===== src/rtl/fetch_seq_pkg.sv =====
// Shared definitions for the fetch sequencer: FSM state encoding, instruction
// size and default reset/trap vectors.
// Optional feature macro: FETCH_SEQ_MISALIGN_TRAP_EN (adds the trap vector default).
package fetch_seq_pkg;

  typedef enum logic [2:0] {
    FS_IDLE  = 3'd0,
    FS_REQ   = 3'd1,
    FS_WAIT  = 3'd2,
    FS_DRAIN = 3'd3,
    FS_HOLD  = 3'd4
  } fs_state_t;

  localparam int unsigned INSTR_BYTES  = 4;
  localparam logic [31:0] DEF_RESET_PC = 32'h0000_0000;
`ifdef FETCH_SEQ_MISALIGN_TRAP_EN
  localparam logic [31:0] DEF_TRAP_PC  = 32'h0000_0080;
`endif

endpackage


===== src/rtl/fetch_seq_npc_sel.sv =====
// Next-PC selection for the fetch sequencer. Pure combinational mux over
// {hold, pc+4, redirect target, trap vector} with priority redir > advance > hold.
// A redirect target always has its two low bits cleared; the trap vector is
// chosen instead when the caller flags the redirect as misaligned.
module fetch_seq_npc_sel
  import fetch_seq_pkg::*;
(
  input  logic [31:0] pc,
  input  logic [31:0] redir_target,
  input  logic [31:0] trap_pc,
  input  logic        redir,
  input  logic        trap,
  input  logic        advance,
  output logic [31:0] npc
);

  // Redirect wins over the sequential advance; otherwise the PC holds.
  always_comb begin
    npc = pc;
    if (redir) begin
      npc = trap ? trap_pc : (redir_target & ~32'h0000_0003);
    end else if (advance) begin
      npc = pc + 32'(INSTR_BYTES);
    end
  end

endmodule


===== src/rtl/fetch_seq.sv =====
// Fetch sequencer: owns the PC, issues one instruction-memory request at a time
// (req/gnt + rvalid) and hands each instruction with its PC to decode
// (valid/ready). Redirects from execute take priority and squash in-flight fetches.
// Optional feature macro: FETCH_SEQ_MISALIGN_TRAP_EN -- misaligned redirect
// targets load TRAP_PC and pulse the misalign output.
module fetch_seq
  import fetch_seq_pkg::*;
#(
  parameter logic [31:0] RESET_PC = DEF_RESET_PC
`ifdef FETCH_SEQ_MISALIGN_TRAP_EN
  ,
  parameter logic [31:0] TRAP_PC  = DEF_TRAP_PC
`endif
) (
  input  logic        clk,
  input  logic        rst,
  output logic        imem_req,
  output logic [31:0] imem_addr,
  input  logic        imem_gnt,
  input  logic        imem_rvalid,
  input  logic [31:0] imem_rdata,
  output logic        if_valid,
  output logic [31:0] if_instr,
  output logic [31:0] if_pc,
  input  logic        if_ready,
  input  logic        redir_valid,
  input  logic [31:0] redir_target,
  input  logic        halt
`ifdef FETCH_SEQ_MISALIGN_TRAP_EN
  ,
  output logic        misalign
`endif
);

  fs_state_t   state;
  logic [31:0] pc;
  logic [31:0] addr_q;
  logic        squash;
  logic [31:0] npc;
  logic        advance;
  logic        trap;
  logic [31:0] trap_pc;

`ifdef FETCH_SEQ_MISALIGN_TRAP_EN
  assign trap    = redir_valid & (redir_target[1:0] != 2'b00);
  assign trap_pc = TRAP_PC;
`else
  assign trap    = 1'b0;
  assign trap_pc = 32'h0000_0000;
`endif

  // Sequential advance only when decode takes the held instruction.
  assign advance = (state == FS_HOLD) && if_ready;

  fetch_seq_npc_sel u_npc_sel (
    .pc           (pc),
    .redir_target (redir_target),
    .trap_pc      (trap_pc),
    .redir        (redir_valid),
    .trap         (trap),
    .advance      (advance),
    .npc          (npc)
  );

  // Handshake flags decode straight from the state register.
  assign imem_req  = (state == FS_REQ);
  assign if_valid  = (state == FS_HOLD);
  assign imem_addr = addr_q;

  // Fetch FSM, PC and fetch-address registers. The fetch address follows the
  // PC except while an ungranted request is pending, so a redirect in REQ
  // lets the original address complete and marks it for squashing.
  always_ff @(posedge clk or negedge rst) begin
    if (!rst) begin
      state    <= FS_IDLE;
      pc       <= RESET_PC;
      addr_q   <= RESET_PC;
      squash   <= 1'b0;
      if_instr <= 32'h0000_0000;
      if_pc    <= 32'h0000_0000;
`ifdef FETCH_SEQ_MISALIGN_TRAP_EN
      misalign <= 1'b0;
`endif
    end else begin
      pc <= npc;
      if (!((state == FS_REQ) && !imem_gnt)) begin
        addr_q <= npc;
      end
`ifdef FETCH_SEQ_MISALIGN_TRAP_EN
      misalign <= trap;
`endif
      case (state)
        FS_IDLE: begin
          if (!halt) state <= FS_REQ;
        end
        FS_REQ: begin
          if (imem_gnt) begin
            state <= (squash || redir_valid) ? FS_DRAIN : FS_WAIT;
          end else if (redir_valid) begin
            squash <= 1'b1;
          end
        end
        FS_WAIT: begin
          if (redir_valid) begin
            state <= imem_rvalid ? FS_REQ : FS_DRAIN;
          end else if (imem_rvalid) begin
            if_instr <= imem_rdata;
            if_pc    <= pc;
            state    <= FS_HOLD;
          end
        end
        FS_DRAIN: begin
          if (imem_rvalid) begin
            squash <= 1'b0;
            state  <= (halt && !redir_valid) ? FS_IDLE : FS_REQ;
          end
        end
        FS_HOLD: begin
          if (redir_valid) begin
            state <= FS_REQ;
          end else if (if_ready) begin
            state <= halt ? FS_IDLE : FS_REQ;
          end
        end
        default: state <= FS_IDLE;
      endcase
    end
  end

endmodule


===== config.mk =====
export PLATFORM = sky130hd
export DESIGN_NAME = fetch_seq
export DESIGN_NICKNAME = d
export VERILOG_FILES = /design/src/rtl/fetch_seq_pkg.sv /design/src/rtl/fetch_seq_npc_sel.sv /design/src/rtl/fetch_seq.sv
export SDC_FILE = /design/constraint.sdc
export NUM_CORES = 1
export LEC_CHECK = 0
export CAP_MARGIN = 10
export CORE_ASPECT_RATIO = 1.75
export CORE_MARGIN = 2
export CORE_UTILIZATION = 51
export DETAILED_ROUTE_END_ITERATION = 7
export PLACE_DENSITY_LB_ADDON = 0.12
export SYNTH_ARGS = -nofsm -noshare
export SYNTH_HDL_FRONTEND = slang
export SYNTH_SLANG_ARGS = --single-unit

===== constraint.sdc =====
create_clock -name clk -period 3.5 [get_ports clk]
set_input_delay 0.525 -clock clk [delete_from_list [all_inputs] [get_ports clk]]
set_output_delay 0.525 -clock clk [all_outputs]
set_load 0.03 [all_outputs]

Word-level counts from Yosys, hierarchy flattened
Index checks and enable logic that the tools add are counted.

operators by class
  add/subtract/negate cells = 1
  equality and inequality tests = 11
  muxes and demuxes = 18
  bitwise gates (word level) = 1
  reductions and logical operators = 11

operators by type and width
  cell                                                                     number
  32-bit two-way mux                                                       2
  32-bit by 3-bit adder with 32-bit output, second input constant          1
  3-bit two-way mux                                                        7
  3-bit case mux with 5 select lines                                       1
  3-bit by 2-bit == test with 1-bit output, second input constant          2
  1-bit two-way mux                                                        6
  2-bit inequality test, second input constant                             3
  5-bit AND reduction                                                      1
  2-bit by 1-bit inequality test with 1-bit output, second input constant  2
  4-bit AND reduction                                                      1
  3-bit by 1-bit == test with 1-bit output, second input constant          1
  3-bit == test, second input constant                                     1
  1-bit logical AND                                                        3
  3-bit logical NOT                                                        1
  3-bit by 1-bit inequality test with 1-bit output, second input constant  1
  3-bit inequality test, second input constant                             1
  3-bit AND reduction                                                      1
  1-bit logical NOT                                                        2
  2-bit two-way mux                                                        1
  1-bit case mux with 2 select lines                                       1
  2-bit nonzero test                                                       1
  1-bit logical OR                                                         1
  1-bit inverter                                                           1

storage, ports and cells
  register bits after elaboration = 132

Depth between registers and ports, before layout
Gate-level depths: netlist of run 1.

  depth in word-level cells = 5
  mapped depth = 7
  mapped depth without buffers = 6

Cells and area by module
From an unflattened synthesis of run 1, not the netlist that was laid out.

second synthesis, totals
  cells, all modules = 480
  area total of the unflattened synthesis = 6254.7 µm²

modules (own cells, without submodules)
  module             times used  cells each  area each (µm²)  seq. area each (µm²)
  fetch_seq          1           273         4880.9           3303.2
  fetch_seq_npc_sel  1           207         1373.8           0.0

Worst setup path before layout of run 1
OpenSTA, ideal clock, no wires.

  kind = register to output
  from = register state[1]
  to = output port if_valid
  arrival = 1.421 ns
  path slack = 1.554 ns
  stages on the path, launching flop included = 3
  buffers on the path = 1
  cell sequence = dfrtp_1 clkbuf_1 nor3b_1

on the way
  longest elaborated chain between the ends = 1

ends and longest elaborated chain
  element                 line              source
  start, declared         fetch_seq.sv:35   fs_state_t state;
  start signal, assigned  fetch_seq.sv:98   state <= (squash || redir_valid) ? FS_DRAIN : FS_WAIT;
  start signal, assigned  fetch_seq.sv:105  state <= imem_rvalid ? FS_REQ : FS_DRAIN;
  start signal, assigned  fetch_seq.sv:115  state <= (halt && !redir_valid) ? FS_IDLE : FS_REQ;
  3-bit == test           fetch_seq.sv:67   assign if_valid = (state == FS_HOLD);
  end, declared           fetch_seq.sv:22   output logic if_valid,

No other way between the ends.

Worst setup path after layout of run 1
  from = input port redir_valid
  to = register if_pc[22]

on the way
  longest elaborated chain between the ends = 2

ends and longest elaborated chain
  element                        line              source
  start, declared                fetch_seq.sv:26   input logic redir_valid,
  1-bit inverter (no line)       -
  3-bit AND reduction (no line)  -
  end signal, assigned           fetch_seq.sv:108  if_pc <= pc;
  end, declared                  fetch_seq.sv:24   output logic [31:0] if_pc,

No other way between the ends.
A chain may end at the register's enable or synchronous reset.

==> results of run 1 <==
## sequential cells by signal (all words and copies together), names as in the netlist
register,count
if_instr,32
if_pc,32
imem_addr,32
pc,32
squash,1
state,3
## cell type report
class / instances / share of cell area
Sequential cell: 132 / 0.404
Multi-Input combinational cell: 301 / 0.287
Timing Repair Buffer: 175 / 0.212
Clock buffer: 19 / 0.0554
Tap cell: 132 / 0.0202
Clock inverter: 12 / 0.0190
Inverter: 6 / 0.00275
## cell usage in the layout (no fill, tap or decap), drive strengths merged, types with 2 or more instances in the layout
cell type	instances
mux2	84
xor2	7
or3	5
nand2b	2
inv	7
and3	18
buf	10
clkbuf	19
a221o	14
a221oi	2
nor2	27
dfrtp	132
nand4	15
clkdlybuf4s50	165
nor2b	2
xnor2	20
nor4	3
mux2i	2
nor3	6
bufinv	3
clkinvlp	5
nand2	30
o21ai	20
clkinv	3
a21oi	11
o31ai	3
nand3	15
## kinds of logic after synthesis
family	count (synthesis)	synth area share
mux	86	0.167
flops	132	0.571
fa+ha+maj	1	0.00216
xor+xnor	27	0.0408
buf+inv	34	0.0255
compound gates	57	0.0702
simple gates	130	0.124
## where the power goes
| group | internal, mW | switching (mW) | total [mW] |
|---|---|---|---|
| Combinational | 1.30 | 1.52 | 2.82 |
| Clock | 1.15 | 0.651 | 1.80 |
| Sequential | 2.04 | 0.324 | 2.36 |
## per-layer routing
metal  part of all wire  vias to the layer above  global-route usage
met1               0.38                     2191               0.273
met4              0.014                        0              0.0873
met3              0.059                       18              0.0643
met2               0.55                      158               0.422
li1                   -                     2014                   -
met5                  0                        -                   0
## path summary, 6_finish.rpt
path / from / to / slack (ns) / cells past startpoint
setup / recovery: redir_valid / if_pc[22] / 0.82 / 4
hold / removal: rst / if_instr[21] / 0.18 / 1
setup reg to reg: state[1] / imem_addr[26] / 1.00 / 5
hold reg to reg: if_pc[5] / if_pc[5] / 0.49 / 2
max in group asynchronous: rst / imem_addr[24] / 2.43 / 2
min in group clk: if_pc[5] / if_pc[5] / 0.49 / 2
## through the flow
stage / power [mW] / hold WS, ns
2_1_floorplan: 3.94 / 0.229
3_3_place_gp: 5.15 / 0.467
3_5_place_dp: 5.23 / 0.480
4_1_cts: 7.06 / 0.234
5_1_grt: 7.30 / 0.261
6_report: 6.98 / 0.181
## critical path: stages
cell             delay [ns]
clkdlybuf4s50_1        0.66
nor4_1                 0.62
nand2_4                0.60
mux2_1                 0.52
==> metrics, run 1 <==
Max-Cap Viols 0; max_slew headroom 0.417; # fillers 797; CP Launch Type input port; # nets final 705; CTS resizes 0; total gr overflow 0; fin util 0.737; vias in the first global route 4653; CP Class in -> reg; pre-CTS setup slack roughly 0.42 ns; RSZ-0062 raised after global routing false; Mapped Cells 467; worst-margin pin slew between 0.8 and 0.9 ns; number of clock sinks 132; Async S/R FF share, synth 1.00; CP endpoint kind flop; DR DRC count 0; CP required around 3.8 ns; Finished Cell Area 0.00818 mm^2; CP Max Fanout 68; post-synthesis sequential area ratio 0.571; unique cell type count in the Yosys netlist 47; top post-synthesis cells by count 132 x dfrtp_1, 82 x mux2_2, 30 x nand2_1; PortBufs 166; Vias between 4000 and 5000; Worst Hold Class in -> async; syn avg cell area between 10 and 15 um^2; DP HPWL about 10000 um; routed len/inst about 18 um; hold-fix buffers at CTS 0; fmax between 300 and 400 MHz; share of cells above drive strength 1 0.209; Rows 51; fin cells 777; Synth area leaders dfrtp_1 57%, mux2_2 16%, xnor2_1 3.0%, a221o_1 2.4%, and3_1 1.9%; VDD IR max slightly below 600 uV; Seq cells post-synth roughly 130; area of the multi-input gates around 0.0024 mm^2; routed wire length around 14000 um; post-synth top area cell dfrtp_1; synthesized area 0.00579 mm^2; Inserted Clock Buffers 17; top-area cell type share of the netlist area 0.571; Crit path arrival time slightly below 3 ns; core area between 0.01 and 0.015 mm^2; final critical-path share of the clock period 0.765; final hold vios 0; leakage power between 3 and 4 nW; antenna cells 0; yosys synthesis warning count 0; P per Cell Area roughly 850 mW/mm^2; Worst-Skew Late Latency 0.41 ns; Reg area approximately 0.0033 mm^2; setup tns final 0 ns; fin crit period ~2.7 ns; Root Buffer clkbuf_16; placed inst area roughly 0.0076 mm^2; Slew Viols, Final 0; maximum clock path buffer count 2; post-route setup slack between 0.8 and 0.9 ns; CTS tree yes; Syn Nets 539; number of synthesized flops with an enable pin 0; status finished, final reports clean; drt initial violations a little over 200; gr usage total 0.239; Fin Clk Skew around 0.0084 ns; Via density 5.64; Final setup viols 0; die width around 85 um; DRT antenna net count 0; I/O pins roughly 170; H-tree depth 4; CTS clk-pin slew, worst paths 0.06 ns; starting density of the core 0.521; largest net degree at the start of global routing 94; die area between 0.01 and 0.015 mm^2; first-pass GRT wire length around 23000 um; Post-synth top flop dfrtp_1; Area Growth Syn to Fin 41.3%; Pre-antenna DRT Iters 4; antenna violations before repair 0; post-CTS setup buffer count 0; Final GP Congestion 0.789; placed cell count around 750; top-count cell post-synth dfrtp_1; DIE HEIGHT approximately 140 um
(Power assumes the default switching activity.)
==> run 2, diff against run 1 <==
- CORE_UTILIZATION: 51 -> 48
- clock period: 3.5 -> 2.5 ns (I/O delays scaled with it)
==> run 2 against run 1 <==
Against the previous run: core utilization fell by 3.5 points; hold slack improved by 0.30 ns; clock power rose by 50%; register-to-register slack got worse by 0.58 ns; first-iteration DRC count rose by 43%; sequential power rose by 39%; non-clock buffer count rose by 9; wire length rose by 3.5%; via count rose by 0.34%; highest routed layer unchanged.
==> metrics, run 2 (synthesis gave the netlist of run 1 again) <==
routed len/inst 18.3 um (was 18.0 um); antenna violations before repair 0 (unchanged); area of the multi-input gates 0.00235 mm^2 (unchanged); most frequent cells in the layout 165 x clkdlybuf4s50_1, 132 x dfrtp_1, 82 x mux2_2 (unchanged); gr usage total 0.225 (was 0.239); fmax roughly 420 MHz; Fin Clk Skew 0.00754 ns (was 0.00843 ns); DRT antenna net count 0 (unchanged); final critical-path share of the clock period 0.955; Max-Cap Viols 0 (unchanged); antenna cells 0 (unchanged); setup tns final 0 ns (unchanged); PortBufs 166 (unchanged); worst-margin pin slew 0.649 ns (was 0.875 ns); DIE HEIGHT 149 um (was 145 um); Slew Viols, Final 0 (unchanged); Vias 4396 (was 4381); GRT busiest layer met2 (unchanged); fin crit period 2.39 ns; Crit path arrival time 2.01 ns (was 2.96 ns); drt initial violations 291 (was 204); I/O pins 169 (unchanged); H-tree depth 4 (unchanged); Worst Path Buf+Inv 1 (unchanged); CP Max Fanout 11 (was 68); starting density of the core 0.488 (was 0.521); CP Launch Type flop (was input port); Root Buffer clkbuf_16 (unchanged); vias in the first global route 4594 (was 4653); maximum clock path buffer count 2 (unchanged); CP Cell Sequence nor3b_1, clkdlybuf4s50_1 (was clkdlybuf4s50_1, nor4_1, nand2_4, mux2_1); CTS tree yes (unchanged); Worst-Skew Late Latency 0.41 ns (about the same); number of clock sinks 132 (unchanged); CP Class reg -> out (was in -> reg); VDD IR max 879 uV (was 579 uV); P per Cell Area 1200 mW/mm^2 (was 854 mW/mm^2); Final GP Congestion 0.806 (was 0.789); max_slew headroom 0.567 (was 0.417); leakage power 3.62 nW (was 3.53 nW); CP endpoint kind primary output (was flop); status finished, final reports clean (unchanged); Pre-antenna DRT Iters 4 (unchanged); Inserted Clock Buffers 17 (unchanged); DP HPWL 10100 um (was 9740 um); core area 0.0119 mm^2 (was 0.0111 mm^2); # nets final 714 (was 705); DR DRC count 0 (unchanged); Rows 53 (was 51); CP peak stage delay 0.74 ns (was 0.66 ns); die width 87.0 um (was 84.5 um); most common cell after layout, fill and taps aside clkdlybuf4s50_1 (unchanged); final hold vios 0 (unchanged); Critical-path top delay cell clkdlybuf4s50_1 (unchanged); Worst Hold Class reg -> reg (was in -> async); met1 GRT Util 0.244 (was 0.273); CP required 2.12 ns (was 3.78 ns); CP delay by family, top buffers and inverters (was simple AND/OR/NAND/NOR gates); die area 0.0130 mm^2 (was 0.0123 mm^2); routed wire length 14500 um (was 14000 um); Reg area 0.00330 mm^2 (unchanged); CTS clk-pin slew, worst paths 0.06 ns (about the same); Final setup viols 0 (unchanged); Via density 5.56 (was 5.64); total gr overflow 0 (unchanged); routing usage on met3 0.0670 (was 0.0643); # fillers 891 (was 797); largest net degree at the start of global routing 72 (was 94); Area Growth Syn to Fin 43.9% (was 41.3%); met2 usage 0.401 (was 0.422); first-pass GRT wire length 22400 um (was 23300 um); RSZ-0062 raised after global routing false (unchanged); share of cells above drive strength 1 0.219 (was 0.209); final hold slack 0.484 ns (was 0.181 ns)
## run 2: cell types whose count changed in the layout (fill, tap and decap cells not counted), sizes merged
| cell | before | now |
|---|---|---|
| clkinv | 3 | 5 |
| bufinv | 3 | 5 |
| buf | 10 | 18 |
| clkinvlp | 5 | 2 |
| clkbuf | 19 | 18 |
| dlygate4sd3 | 0 | 1 |
## run 2: tightest hold or removal path, stage by stage, from the launching register on
cell	delay, ns
dfrtp_1	0.34
nand2_1	0.05
o21ai_0	0.06
## run 2: final timing paths
path,from,endpoint,slack [ns],cells past startpoint
setup / recovery,state[2],if_valid,0.11,2
hold / removal,if_pc[5],if_pc[5],0.48,2
setup reg to reg,state[0],imem_addr[27],0.42,7
hold reg to reg,if_pc[5],if_pc[5],0.48,2
max in group asynchronous,rst,pc[25],1.23,3
min in group asynchronous,rst,if_instr[19],0.54,2
## run 2: cell type report
type | instances | area share
well taps | 137 | 0.0206
inverters | 6 | 0.00270
clock buffers | 18 | 0.0527
repair buffers | 184 | 0.221
multi-input cells | 301 | 0.282
clock inverters | 13 | 0.0248
flip-flops and latches | 132 | 0.396
## run 2: what timing repair did
item | in CTS | in global routing
endpoints found under the setup margin | 0 | 0
hold buffers | 1 | 0
resized for setup | 0 | 0
setup buffers | 0 | 0
endpoints found under the hold margin | 23 | 0
## run 2: stage by stage
step                      cells  utilization  area (um^2)  total power [mW]  worst slack (ns)
after CTS                   791        0.702         8330              10.1            0.0906
after floorplan             467            -         5790              5.52             0.667
after global routing        791        0.702         8330              10.4            0.0488
after global placement      759        0.647         7680              7.25             0.144
final                       791        0.702         8330              9.99             0.114
after detailed placement    759        0.647         7680              7.36             0.118
## run 2: power breakdown
group | switching (mW) | leakage [nW] | internal [mW]
logic | 2.17 | 1.67 | 1.83
registers | 0.437 | 1.63 | 2.85
clock network | 0.914 | 0.312 | 1.79
## run 2: layer usage
metal,vias to the layer above,part of all wire
met5,-,0
met4,0,0.020
met3,25,0.058
met2,140,0.55
met1,2198,0.37
li1,2033,-
